--- src/rtl/decode_stage_pkg.sv ---
// Shared opcode constants, decoder control word and stage state encoding
// for the N-lane decode stage.
package decode_stage_pkg;

  localparam logic [6:0] OPC_LUI    = 7'b0110111;
  localparam logic [6:0] OPC_AUIPC  = 7'b0010111;
  localparam logic [6:0] OPC_JAL    = 7'b1101111;
  localparam logic [6:0] OPC_JALR   = 7'b1100111;
  localparam logic [6:0] OPC_BRANCH = 7'b1100011;
  localparam logic [6:0] OPC_LOAD   = 7'b0000011;
  localparam logic [6:0] OPC_STORE  = 7'b0100011;
  localparam logic [6:0] OPC_OPIMM  = 7'b0010011;
  localparam logic [6:0] OPC_OP     = 7'b0110011;

  typedef enum logic [3:0] {
    CL_ILLEGAL = 4'd0,
    CL_LUI     = 4'd1,
    CL_AUIPC   = 4'd2,
    CL_JAL     = 4'd3,
    CL_JALR    = 4'd4,
    CL_BRANCH  = 4'd5,
    CL_LOAD    = 4'd6,
    CL_STORE   = 4'd7,
    CL_OPIMM   = 4'd8,
    CL_OP      = 4'd9
  } op_class_e;

  // Per-lane control word handed to issue.
  typedef struct packed {
    op_class_e  cls;
    logic [2:0] funct3;
    logic [4:0] rd;
  } ctrl_t;

  localparam int CTRL_W = $bits(ctrl_t);

  typedef enum logic {
    DS_IDLE = 1'b0,
    DS_HOLD = 1'b1
  } ds_state_e;

endpackage

--- src/rtl/decode_stage_if.sv ---
// Fetch-side and issue-side handshake bundle of the decode stage.
interface decode_stage_if
  import decode_stage_pkg::*;
#(
  parameter int WIDTH = 2,
  parameter int XLEN  = 32
);

  logic                    flush_i;
  logic                    in_valid_i;
  logic                    in_ready_o;
  logic [WIDTH*XLEN-1:0]   inst_i;
  logic [WIDTH-1:0]        slot_valid_i;
  logic [XLEN-1:0]         pc_i;
  logic                    out_valid_o;
  logic                    out_ready_i;
  logic [WIDTH*XLEN-1:0]   inst_o;
  logic [WIDTH*CTRL_W-1:0] ctrl_o;
  logic [WIDTH*XLEN-1:0]   pc_o;
  logic [WIDTH-1:0]        slot_valid_o;
  logic                    split_o;

  modport slave (
    input  flush_i, in_valid_i, inst_i, slot_valid_i, pc_i, out_ready_i,
    output in_ready_o, out_valid_o, inst_o, ctrl_o, pc_o, slot_valid_o, split_o
  );

  modport master (
    output flush_i, in_valid_i, inst_i, slot_valid_i, pc_i, out_ready_i,
    input  in_ready_o, out_valid_o, inst_o, ctrl_o, pc_o, slot_valid_o, split_o
  );

endinterface

--- src/rtl/decode_stage_reg_use.sv ---
// Per-lane register-use extraction: which architectural registers an
// instruction writes and reads, used by the intra-bundle hazard check.
module reg_use
  import decode_stage_pkg::*;
(
  input  logic [6:0] opcode_i,
  input  logic [4:0] rd_field_i,
  input  logic [4:0] rs1_field_i,
  input  logic [4:0] rs2_field_i,
  output logic [4:0] rd_o,
  output logic [4:0] rs1_o,
  output logic [4:0] rs2_o,
  output logic       wr_en_o,
  output logic       rs1_en_o,
  output logic       rs2_en_o
);

  assign rd_o  = rd_field_i;
  assign rs1_o = rs1_field_i;
  assign rs2_o = rs2_field_i;

  always_comb begin
    wr_en_o  = 1'b0;
    rs1_en_o = 1'b0;
    rs2_en_o = 1'b0;
    case (opcode_i)
      OPC_LUI, OPC_AUIPC, OPC_JAL: wr_en_o = 1'b1;
      OPC_JALR, OPC_LOAD, OPC_OPIMM: begin
        wr_en_o  = 1'b1;
        rs1_en_o = 1'b1;
      end
      OPC_BRANCH, OPC_STORE: begin
        rs1_en_o = 1'b1;
        rs2_en_o = 1'b1;
      end
      OPC_OP: begin
        wr_en_o  = 1'b1;
        rs1_en_o = 1'b1;
        rs2_en_o = 1'b1;
      end
      default: ;
    endcase
  end

endmodule

--- src/rtl/decoder.sv ---
// Single-lane instruction decoder producing the control word for issue.
module decoder
  import decode_stage_pkg::*;
(
  input  logic [14:0] inst_i,
  output ctrl_t       ctrl_o
);

  always_comb begin
    ctrl_o.cls    = CL_ILLEGAL;
    ctrl_o.funct3 = inst_i[14:12];
    ctrl_o.rd     = inst_i[11:7];
    case (inst_i[6:0])
      OPC_LUI:    ctrl_o.cls = CL_LUI;
      OPC_AUIPC:  ctrl_o.cls = CL_AUIPC;
      OPC_JAL:    ctrl_o.cls = CL_JAL;
      OPC_JALR:   ctrl_o.cls = CL_JALR;
      OPC_BRANCH: ctrl_o.cls = CL_BRANCH;
      OPC_LOAD:   ctrl_o.cls = CL_LOAD;
      OPC_STORE:  ctrl_o.cls = CL_STORE;
      OPC_OPIMM:  ctrl_o.cls = CL_OPIMM;
      OPC_OP:     ctrl_o.cls = CL_OP;
      default:    ctrl_o.cls = CL_ILLEGAL;
    endcase
  end

endmodule

--- src/rtl/decode_stage.sv ---
// Registered N-lane decode stage: a fetch bundle is cut at the first lane that
// reads a register written by an earlier lane, and the rest issues later.
module decode_stage
  import decode_stage_pkg::*;
#(
  parameter int WIDTH = 2,
  parameter int XLEN  = 32
) (
  input logic           clk_i,
  input logic           rst_i,
  decode_stage_if.slave bus
);

  ds_state_e               state_q;
  logic [WIDTH-1:0]        pend_q;
  logic [WIDTH*XLEN-1:0]   held_inst_q;
  logic [XLEN-1:0]         held_pc_q;
  logic                    out_valid_q;
  logic                    split_q;
  logic [WIDTH-1:0]        slot_valid_q;
  logic [WIDTH*XLEN-1:0]   inst_q, inst_d;
  logic [WIDTH*XLEN-1:0]   pc_q, pc_d;
  logic [WIDTH*CTRL_W-1:0] ctrl_q, ctrl_d;

  logic             advance, in_ready, accept, load_out;
  logic [XLEN-1:0]  work_pc;
  logic [WIDTH-1:0] work_mask, lane_conf, below_cut, grp, rest;
  logic [WIDTH-1:0] wr_en, rs1_en, rs2_en;
  logic [4:0]       rd  [WIDTH];
  logic [4:0]       rs1 [WIDTH];
  logic [4:0]       rs2 [WIDTH];

  assign advance  = !out_valid_q || bus.out_ready_i;
  assign in_ready = advance && (state_q == DS_IDLE) && !bus.flush_i;
  assign accept   = in_ready && bus.in_valid_i;

  // Working set: the held remainder while splitting, else the accepted bundle.
  assign inst_d    = (state_q == DS_HOLD) ? held_inst_q : bus.inst_i;
  assign work_pc   = (state_q == DS_HOLD) ? held_pc_q : bus.pc_i;
  assign work_mask = (state_q == DS_HOLD) ? pend_q
                   : (accept ? bus.slot_valid_i : '0);

  for (genvar k = 0; k < WIDTH; k++) begin : g_lane
    ctrl_t ctrl_lane;
    logic  hit;

    reg_use u_reg_use (
      .opcode_i    (inst_d[k*XLEN +: 7]),
      .rd_field_i  (inst_d[k*XLEN+7 +: 5]),
      .rs1_field_i (inst_d[k*XLEN+15 +: 5]),
      .rs2_field_i (inst_d[k*XLEN+20 +: 5]),
      .rd_o        (rd[k]),
      .rs1_o       (rs1[k]),
      .rs2_o       (rs2[k]),
      .wr_en_o     (wr_en[k]),
      .rs1_en_o    (rs1_en[k]),
      .rs2_en_o    (rs2_en[k])
    );

    decoder u_decoder (
      .inst_i (inst_d[k*XLEN +: 15]),
      .ctrl_o (ctrl_lane)
    );

    assign ctrl_d[k*CTRL_W +: CTRL_W] = ctrl_lane;
    assign pc_d[k*XLEN +: XLEN]       = work_pc + XLEN'(4 * k);

    // Row k of the hazard matrix: any earlier working lane writing a source of lane k.
    always_comb begin
      hit = 1'b0;
      for (int j = 0; j < k; j++) begin
        if (work_mask[j] && wr_en[j] && (rd[j] != 5'd0) &&
            ((rs1_en[k] && (rs1[k] == rd[j])) || (rs2_en[k] && (rs2[k] == rd[j]))))
          hit = 1'b1;
      end
    end

    assign lane_conf[k] = work_mask[k] && hit;
    assign below_cut[k] = ~|lane_conf[k:0];
  end

  assign grp      = work_mask & below_cut;
  assign rest     = work_mask & ~below_cut;
  assign load_out = advance && (|grp) && !bus.flush_i;

  always_ff @(posedge clk_i) begin
    if (rst_i || bus.flush_i) begin
      state_q      <= DS_IDLE;
      pend_q       <= '0;
      out_valid_q  <= 1'b0;
      split_q      <= 1'b0;
      slot_valid_q <= '0;
    end else if (advance) begin
      out_valid_q <= |grp;
      if (|grp) begin
        slot_valid_q <= grp;
        split_q      <= |rest;
      end
      case (state_q)
        DS_IDLE: begin
          if (accept) begin
            pend_q <= rest;
            if (|rest) state_q <= DS_HOLD;
          end
        end
        DS_HOLD: begin
          pend_q <= rest;
          if (rest == '0) state_q <= DS_IDLE;
        end
        default: state_q <= DS_IDLE;
      endcase
    end
  end

  // Output register stage.
  always_ff @(posedge clk_i) begin
    if (rst_i) begin
      inst_q <= '0;
      ctrl_q <= '0;
      pc_q   <= '0;
    end else if (load_out) begin
      inst_q <= inst_d;
      ctrl_q <= ctrl_d;
      pc_q   <= pc_d;
    end
  end

  always_ff @(posedge clk_i) begin
    if (accept) begin
      held_inst_q <= bus.inst_i;
      held_pc_q   <= bus.pc_i;
    end
  end

  assign bus.in_ready_o   = in_ready;
  assign bus.out_valid_o  = out_valid_q;
  assign bus.inst_o       = inst_q;
  assign bus.ctrl_o       = ctrl_q;
  assign bus.pc_o         = pc_q;
  assign bus.slot_valid_o = slot_valid_q;
  assign bus.split_o      = split_q;

endmodule

--- src/flat_wrapper.sv ---
// flat-port wrapper written by rule: the top's interface ports become plain ports
module decode_stage_flat import decode_stage_pkg::*;
#(
  parameter int WIDTH = 2,
  parameter int XLEN  = 32
)
  (clk_i, rst_i, bus_flush_i, bus_in_valid_i, bus_inst_i, bus_slot_valid_i, bus_pc_i, bus_out_ready_i, bus_in_ready_o, bus_out_valid_o, bus_inst_o, bus_ctrl_o, bus_pc_o, bus_slot_valid_o, bus_split_o);
  decode_stage_if #(.WIDTH(WIDTH), .XLEN(XLEN)) bus_i ();
  input logic clk_i;
  input logic rst_i;
  input wire logic [$bits(bus_i.flush_i)-1:0] bus_flush_i;
  input wire logic [$bits(bus_i.in_valid_i)-1:0] bus_in_valid_i;
  input wire logic [$bits(bus_i.inst_i)-1:0] bus_inst_i;
  input wire logic [$bits(bus_i.slot_valid_i)-1:0] bus_slot_valid_i;
  input wire logic [$bits(bus_i.pc_i)-1:0] bus_pc_i;
  input wire logic [$bits(bus_i.out_ready_i)-1:0] bus_out_ready_i;
  output wire logic [$bits(bus_i.in_ready_o)-1:0] bus_in_ready_o;
  output wire logic [$bits(bus_i.out_valid_o)-1:0] bus_out_valid_o;
  output wire logic [$bits(bus_i.inst_o)-1:0] bus_inst_o;
  output wire logic [$bits(bus_i.ctrl_o)-1:0] bus_ctrl_o;
  output wire logic [$bits(bus_i.pc_o)-1:0] bus_pc_o;
  output wire logic [$bits(bus_i.slot_valid_o)-1:0] bus_slot_valid_o;
  output wire logic [$bits(bus_i.split_o)-1:0] bus_split_o;
  assign bus_i.flush_i = bus_flush_i;
  assign bus_i.in_valid_i = bus_in_valid_i;
  assign bus_i.inst_i = bus_inst_i;
  assign bus_i.slot_valid_i = bus_slot_valid_i;
  assign bus_i.pc_i = bus_pc_i;
  assign bus_i.out_ready_i = bus_out_ready_i;
  assign bus_in_ready_o = bus_i.in_ready_o;
  assign bus_out_valid_o = bus_i.out_valid_o;
  assign bus_inst_o = bus_i.inst_o;
  assign bus_ctrl_o = bus_i.ctrl_o;
  assign bus_pc_o = bus_i.pc_o;
  assign bus_slot_valid_o = bus_i.slot_valid_o;
  assign bus_split_o = bus_i.split_o;
  decode_stage #(.WIDTH(WIDTH), .XLEN(XLEN)) u_core (.clk_i(clk_i), .rst_i(rst_i), .bus(bus_i));
endmodule
--- config.mk ---
export PLATFORM = sky130hd
export DESIGN_NAME = decode_stage_flat
export DESIGN_NICKNAME = d
export VERILOG_FILES = /design/src/rtl/decode_stage_pkg.sv /design/src/rtl/decode_stage_if.sv /design/src/rtl/decode_stage_reg_use.sv /design/src/rtl/decoder.sv /design/src/rtl/decode_stage.sv /design/src/flat_wrapper.sv
export SDC_FILE = /design/constraint.sdc
export NUM_CORES = 1
export LEC_CHECK = 0
export BUFFER_PORTS_ARGS = -buffer_cell sky130_fd_sc_hd__buf_2
export CORE_MARGIN = 2
export CORE_UTILIZATION = 45
export DETAILED_ROUTE_END_ITERATION = 6
export PLACE_DENSITY_LB_ADDON = 0.3
export SLEW_MARGIN = 20
export SYNTH_ARGS = -nofsm -noshare
export SYNTH_HDL_FRONTEND = slang
export SYNTH_SLANG_ARGS = --single-unit
--- constraint.sdc ---
create_clock -name clk_i -period 14 [get_ports clk_i]
set_input_delay 2.8 -clock clk_i [delete_from_list [all_inputs] [get_ports clk_i]]
set_output_delay 2.8 -clock clk_i [all_outputs]
set_load 0.02 [all_outputs]
==> flow_metrics.tcl, run 1 <==
set metrics [dict create \
    worstSkewPairLatency_ps 520 \
    rrSetupSlack_ps 10060 \
    worstRegToRegCells 8 \
    dr.pass1.iters 5 \
    wl_um 26410 \
    place_congestion 0.8039 \
    use_met1 0.2902 \
    met3_usage 0.04345 \
    worstHoldEndpoint "u_core.bus.pc_o[36]" \
    grt_usage 0.2094 \
    min_delay_path_depth 2 \
    final.period_utilization 0.4642 \
    endpoint_kind "output port" \
    cts_resized 0 \
    synth_area_leaders "edfxtp_1 28%, dfxtp_1 27%, mux2i_1 8.7%" \
    yosysUniqueCellTypes 64 \
    hp-start "u_core.bus.pc_o[36]" \
    wire_per_inst_um 17.96 \
    remaining_drc_errors 0 \
    initial_core_util 0.4570 \
    powerDensity_mw_per_mm2 130.5 \
    seq_area_frac_synth 0.5511 \
    drtIter0Drc 525 \
    die-area_mm2 0.02415 \
    intPower_mw 1.223 \
    root_buffer "clkbuf_16" \
    worst_pin_slew_ps 1000 \
    cts_buffers 26 \
    io_buffers 259 \
    path_class "in -> out" \
    r2r-start "u_core.state_q" \
    ys.flop_type "dfxtp_1" \
    core_mm2 0.02257 \
    fin_hold_ws_ps 447.7 \
    synthArstFlopShare 0 \
    rows 55 \
    first_global_vias 7584 \
    p_comb_frac 0.111 \
    cap_violations 0 \
    syn_nets 1051 \
    overflow 0 \
    avgSynthCellArea_um2 10.89 \
    synthDominantCellAreaShare 0.2794 \
    cts.clk_slew.worst_paths_ps 60 \
    vias 8050 \
    rsz0062_at_grt "no" \
    clockBufferDepth 3 \
    cp.required_ps 11200 \
    grt_pass1_wl_um 41340 \
    via_per_inst 5.476 \
    p_leak_nw 4.761 \
    antenna_found_initial 2 \
    antenna_left 0 \
    hold_viol_final 0 \
    drive_above_1_share 0.2832 \
    area_growth_pct 21.03 \
    num_io_pins 260 \
    synth_seq_cells 236 \
    syn_inst 947 \
    power.share.clock 0.416 \
    slew_headroom 0.3334 \
    hpwl_um 17950 \
    finalSetupTns_ps 0 \
    min_period_ps 6498 \
    fin_skew_ps 10.61 \
    cts_tree "built" \
    yosysWarnings 0 \
    clkSinkCount 236 \
    critPathArrivalTime_ps 3700 \
    start_kind "input port" \
    seqPwrFrac 0.473 \
    synthTopCellsByCount "140 x dfxtp_1, 132 x nor2_1, 96 x edfxtp_1" \
    drv_slew 0 \
    p_sw_frac 0.2494 \
    post_synth_instance_area_mm2 0.01032 \
    irDropWorstVdd_uv 99.50 \
    outcome "completed" \
    multi_input_comb_area_mm2 0.004188 \
    placed_cell_area_mm2 0.01163 \
    regArea_mm2 0.005689 \
    grt_util_met2 0.3357 \
    die_w_um 155.4 \
    final_nets 1267 \
    critPathMaxFanout 7 \
    final.fill_count 2026 \
    yosysTopAreaCell "edfxtp_1" \
    final_cell_area_mm2 0.01249 \
    cts-htree-levels 1 \
    min_path_type "reg -> reg" \
    synth_most_common_cell "dfxtp_1" \
    grt.busiest_layer "met2" \
    postCtsHoldBufs 0 \
    setup-violations-final 0 \
    rr_endpoint "u_core.bus.ctrl_o[5]" \
    post-cts-setup-buffers 0 \
    p_total_mw 1.629 \
    p_sw_mw 0.4063 \
    grt_max_degree 93 \
    synth_edf_count 96 \
    die_h_um 155.4 \
    fmax_mhz 153.9 \
]
-- per-layer routing --
metal | vias to the layer above | share of wire
met5 | - | 0
met4 | 0 | 0.022
met3 | 39 | 0.066
met2 | 258 | 0.46
met1 | 3788 | 0.46
li1 | 3965 | -
-- metrics by stage --
stage | utilization | cells | setup WS (ps)
floorplan | - | 947 | 3010
global placement | 0.5151 | 1420 | 7533
detailed placement | 0.5151 | 1420 | 7501
CTS | 0.5529 | 1468 | 7496
global route | 0.5532 | 1470 | 7426
finish | 0.5532 | 1470 | 7502
-- registers in the layout (all words and copies together) (netlist names) --
| signal | count |
|---|---|
| u_core.bus.out_valid_o | 1 |
| u_core.bus.ctrl_o | 24 |
| u_core.state_q | 1 |
| u_core.bus.pc_o | 62 |
| u_core.pend_q | 1 |
| u_core.held_pc_q | 32 |
| u_core.bus.inst_o | 48 |
| u_core.bus.split_o | 1 |
| u_core.bus.slot_valid_o | 2 |
| u_core.held_inst_q | 64 |
-- cell usage in the layout, fill, tap and decap left out, types with 3 or more instances in the layout --
master / n
o21ai_1: 5
nand3_1: 37
or4_1: 9
clkbuf_16: 27
nor2_1: 131
buf_4: 12
a31oi_1: 5
o21ai_0: 12
nand3b_1: 4
nand2b_1: 9
nor3_1: 11
nand4_1: 17
a32oi_1: 3
and3_1: 5
clkinv_2: 5
dfxtp_1: 139
o22ai_1: 6
a221o_1: 3
a22oi_1: 3
a211oi_1: 95
buf_2: 258
nor4_1: 5
nand2_1: 51
o311ai_0: 6
clkbuf_8: 3
inv_1: 3
xnor2_1: 26
mux2_2: 12
and3b_1: 4
xor2_1: 4
edfxtp_1: 96
clkbuf_1: 8
mux2i_1: 90
a21oi_1: 27
a32o_1: 3
nand4b_1: 3
-- critical path, stage by stage --
cell	delay, ps
buf_2	110
nand2b_1	190
nand2b_1	320
nor2_1	80
buf_2	190
-- power by group through the flow --
| stage | sequential (mW) | combinational (mW) | clock (mW) |
|---|---|---|---|
| 4_1_cts | 0.771 | 0.182 | 0.693 |
| 2_1_floorplan | 0.815 | 0.0865 | 0 |
| 5_1_grt | 0.775 | 0.199 | 0.721 |
| 3_3_place_gp | 0.784 | 0.179 | 0 |
| 3_5_place_dp | 0.786 | 0.182 | 0 |
| 6_report | 0.771 | 0.181 | 0.677 |
-- worst max path at each step --
stage                     from                 end
2_1_floorplan      bus_flush_i  u_core.bus.split_o
3_3_place_gp   bus_out_ready_i      bus_in_ready_o
3_5_place_dp   bus_out_ready_i      bus_in_ready_o
4_1_cts        bus_out_ready_i      bus_in_ready_o
5_1_grt        bus_out_ready_i      bus_in_ready_o
6_report       bus_out_ready_i      bus_in_ready_o
-- cell type report --
class                      count  area share
sequential                   236      0.4557
multi-input combinational    626      0.3354
timing repair buffer         270      0.1106
clock buffer                  38     0.05983
tap                          285     0.02856
clock inverter                10    0.008618
inverter                       3   0.0009019
antenna                        2   0.0004008
-- kinds of logic after synthesis --
group	Yosys count	synth area share
mux	102	0.1004
flops	236	0.5511
fa+ha+maj	1	0.001213
compound gates	189	0.1334
simple gates	304	0.1442
buf+inv	85	0.04415
xor+xnor	30	0.02547
Note: power is estimated with default switching activity, not from simulation.
==> inputs of run 2 (changes only) <==
--- a/config.mk
+++ b/config.mk
@@ -5,6 +5,7 @@
 export SDC_FILE = /design/constraint.sdc
 export NUM_CORES = 1
 export LEC_CHECK = 0
+export ABC_AREA = 1
 export BUFFER_PORTS_ARGS = -buffer_cell sky130_fd_sc_hd__buf_2
 export CORE_MARGIN = 2
 export CORE_UTILIZATION = 45
==> constraint.sdc (replaced) <==
create_clock -name clk_i -period 6.2 [get_ports clk_i]
set_input_delay 1.24 -clock clk_i [delete_from_list [all_inputs] [get_ports clk_i]]
set_output_delay 1.24 -clock clk_i [all_outputs]
set_load 0.02 [all_outputs]
==> flow_metrics.tcl, run 2 <==
set metrics [dict create \
    initial_core_util 0.4557 \
    path_class "in -> reg" \
    yosysWarnings 0 \
    final_cell_mix "515 x nand2_1, 259 x buf_2, 139 x dfxtp_1" \
    endpoint_kind "flip-flop" \
    yosysUniqueCellTypes 37 \
    cts-htree-levels 1 \
    cpPeakStageDelay_ps 620 \
    outcome "completed" \
    drv_slew 0 \
    critPathBufInv 5 \
    powerDensity_mw_per_mm2 284.0 \
    synthTopCellsByCount "515 x nand2_1, 140 x dfxtp_1, 96 x edfxtp_1" \
    place_congestion 0.8989 \
    clockBufferDepth 3 \
    slew_headroom 0.4285 \
    ys.flop_type "dfxtp_1" \
    die_w_um 157.7 \
    largest_reg_flops 64 \
    synthArstFlopShare 0 \
    dr.pass1.iters 5 \
    top_register "u_core.held_inst_q" \
    final.period_utilization 0.5848 \
    setup-violations-final 0 \
    cts_tree "built" \
    postCtsHoldBufs 0 \
    fmax_mhz 275.8 \
    drive_above_1_share 0.2258 \
    io_buffers 259 \
    clkSinkCount 236 \
    area_growth_pct 19.73 \
    hp-start "u_core.bus.pc_o[54]" \
    final.fill_count 2213 \
    irDropWorstVdd_uv 195.1 \
    cpLargestDelayFamily "buffers and inverters" \
    syn_inst 1313 \
    synth_most_common_cell "nand2_1" \
    wl_um 29290 \
    yosysTopAreaCell "edfxtp_1" \
    final_cell_area_mm2 0.01273 \
    synth_area_leaders "edfxtp_1 27%, dfxtp_1 26%, nand2_1 18%" \
    finalSetupTns_ps 0 \
    first_global_vias 8576 \
    layout_commonest_cell "nand2_1" \
    post-cts-setup-buffers 0 \
    p_total_mw 3.615 \
    hpwl_um 19700 \
    placed_cell_area_mm2 0.01187 \
    hold_viol_final 0 \
    via_per_inst 5.011 \
    core_mm2 0.02333 \
    rsz0062_at_grt "no" \
    critPathArrivalTime_ps 4060 \
    cts_resized 0 \
    fin_skew_ps 9.385 \
    worstRegToRegCells 10 \
    min_delay_path_depth 2 \
    synthDominantCellAreaShare 0.2711 \
    remaining_drc_errors 0 \
    slowest_stage "inv_6" \
    seq_area_frac_synth 0.5347 \
    antenna_left 0 \
    die-area_mm2 0.02487 \
    path_cells "buf_2 > inv_1 > nand2_1 > nand3_1 > inv_4 > nand2_1 > nand2_1 > nand3b_1 > inv_6 > buf_12 > o21ai_0 > a31oi_1" \
    antenna_found_initial 3 \
    post_synth_instance_area_mm2 0.01063 \
    min_path_type "reg -> reg" \
    critical_path.most_common_cell "nand2_1" \
    cp.required_ps 6630 \
    synth_edf_count 96 \
    rrSetupSlack_ps 2770 \
    root_buffer "clkbuf_16" \
    critPathMaxFanout 118 \
    rr_endpoint "u_core.bus.pc_o[13]" \
    cts.clk_slew.worst_paths_ps 60 \
    start_kind "input port" \
    cap_violations 0 \
    min_period_ps 3626 \
    wire_per_inst_um 15.72 \
    num_io_pins 260 \
    p_leak_nw 5.875 \
    final_nets 1625 \
    rows 56 \
    overflow 0 \
    cts_buffers 26 \
    grt_max_degree 119 \
    drtIter0Drc 750 \
    syn_nets 1417 \
    grt_usage 0.2262 \
    synth_seq_cells 236 \
    worstSkewPairLatency_ps 520 \
    die_h_um 157.7 \
    vias 9335 \
    worst_pin_slew_ps 857.2 \
    fin_hold_ws_ps 462.4 \
    grt_pass1_wl_um 44660 \
    avgSynthCellArea_um2 8.098 \
    r2r-start "u_core.state_q" \
    worstHoldEndpoint "u_core.bus.pc_o[54]" \
]
-- run 2: cell type report --
class | count | area, um2 | share of cell area
sequential | 236 | 5689 | 0.4469
clock buffer | 38 | 779.5 | 0.06123
timing repair buffer | 267 | 1369 | 0.1075
multi-input combinational | 905 | 4083 | 0.3207
tap | 319 | 399.1 | 0.03135
clock inverter | 10 | 76.32 | 0.005995
antenna | 3 | 7.507 | 0.0005897
inverter | 85 | 327.8 | 0.02575
-- run 2: logic make-up after synthesis --
| kind of cell | after synthesis | share of synthesized area |
|---|---|---|
| AO/OA/AOI/OAI | 222 | 0.1158 |
| XOR/XNOR | 9 | 0.007413 |
| adder cells (fa/ha/maj) | 1 | 0.001177 |
| buffers and inverters | 172 | 0.08131 |
| flip-flops | 236 | 0.5347 |
| AND/OR/NAND/NOR | 673 | 0.2596 |
-- run 2: worst max path at each step --
stage                                  endpoint       startpoint  depth (start not counted)  slack [ps]
after floorplan             u_core.bus.pc_o[53]  bus_out_ready_i                         13        2450
after global placement      u_core.bus.pc_o[17]  bus_out_ready_i                         12        2270
after detailed placement  u_core.bus.ctrl_o[13]  bus_out_ready_i                         12        2100
after CTS                   u_core.bus.pc_o[13]  bus_out_ready_i                         12        2620
after global routing        u_core.bus.pc_o[13]  bus_out_ready_i                         12        2220
final                       u_core.bus.pc_o[13]  bus_out_ready_i                         12        2570
-- run 2: per-layer routing --
layer	GRT usage	share of wire	vias up
met4	0.08442	0.028	0
li1	-	-	4707
met5	0	0	-
met3	0.04380	0.071	52
met2	0.3576	0.46	303
met1	0.3081	0.44	4273
-- run 2: worst reg2reg max path: cells and delay by family (launching register included) --
family,cells,cell delay (ps)
AO/OA/AOI/OAI,2,400
buffers and inverters,3,1500
flip-flops,1,580
AND/OR/NAND/NOR,5,880
-- run 2: power by group --
part           total, mW  internal (mW)  switching, mW
combinational      0.369          0.117          0.252
clock               1.52          0.912          0.608
sequential          1.73           1.69         0.0330
-- run 2: through the flow --
stage / setup slack, ps / instances / util
2_1_floorplan: 2447 / 1313 / -
3_3_place_gp: 2266 / 1812 / 0.5086
3_5_place_dp: 2096 / 1812 / 0.5086
4_1_cts: 2622 / 1860 / 0.5453
5_1_grt: 2219 / 1863 / 0.5456
6_report: 2574 / 1863 / 0.5456
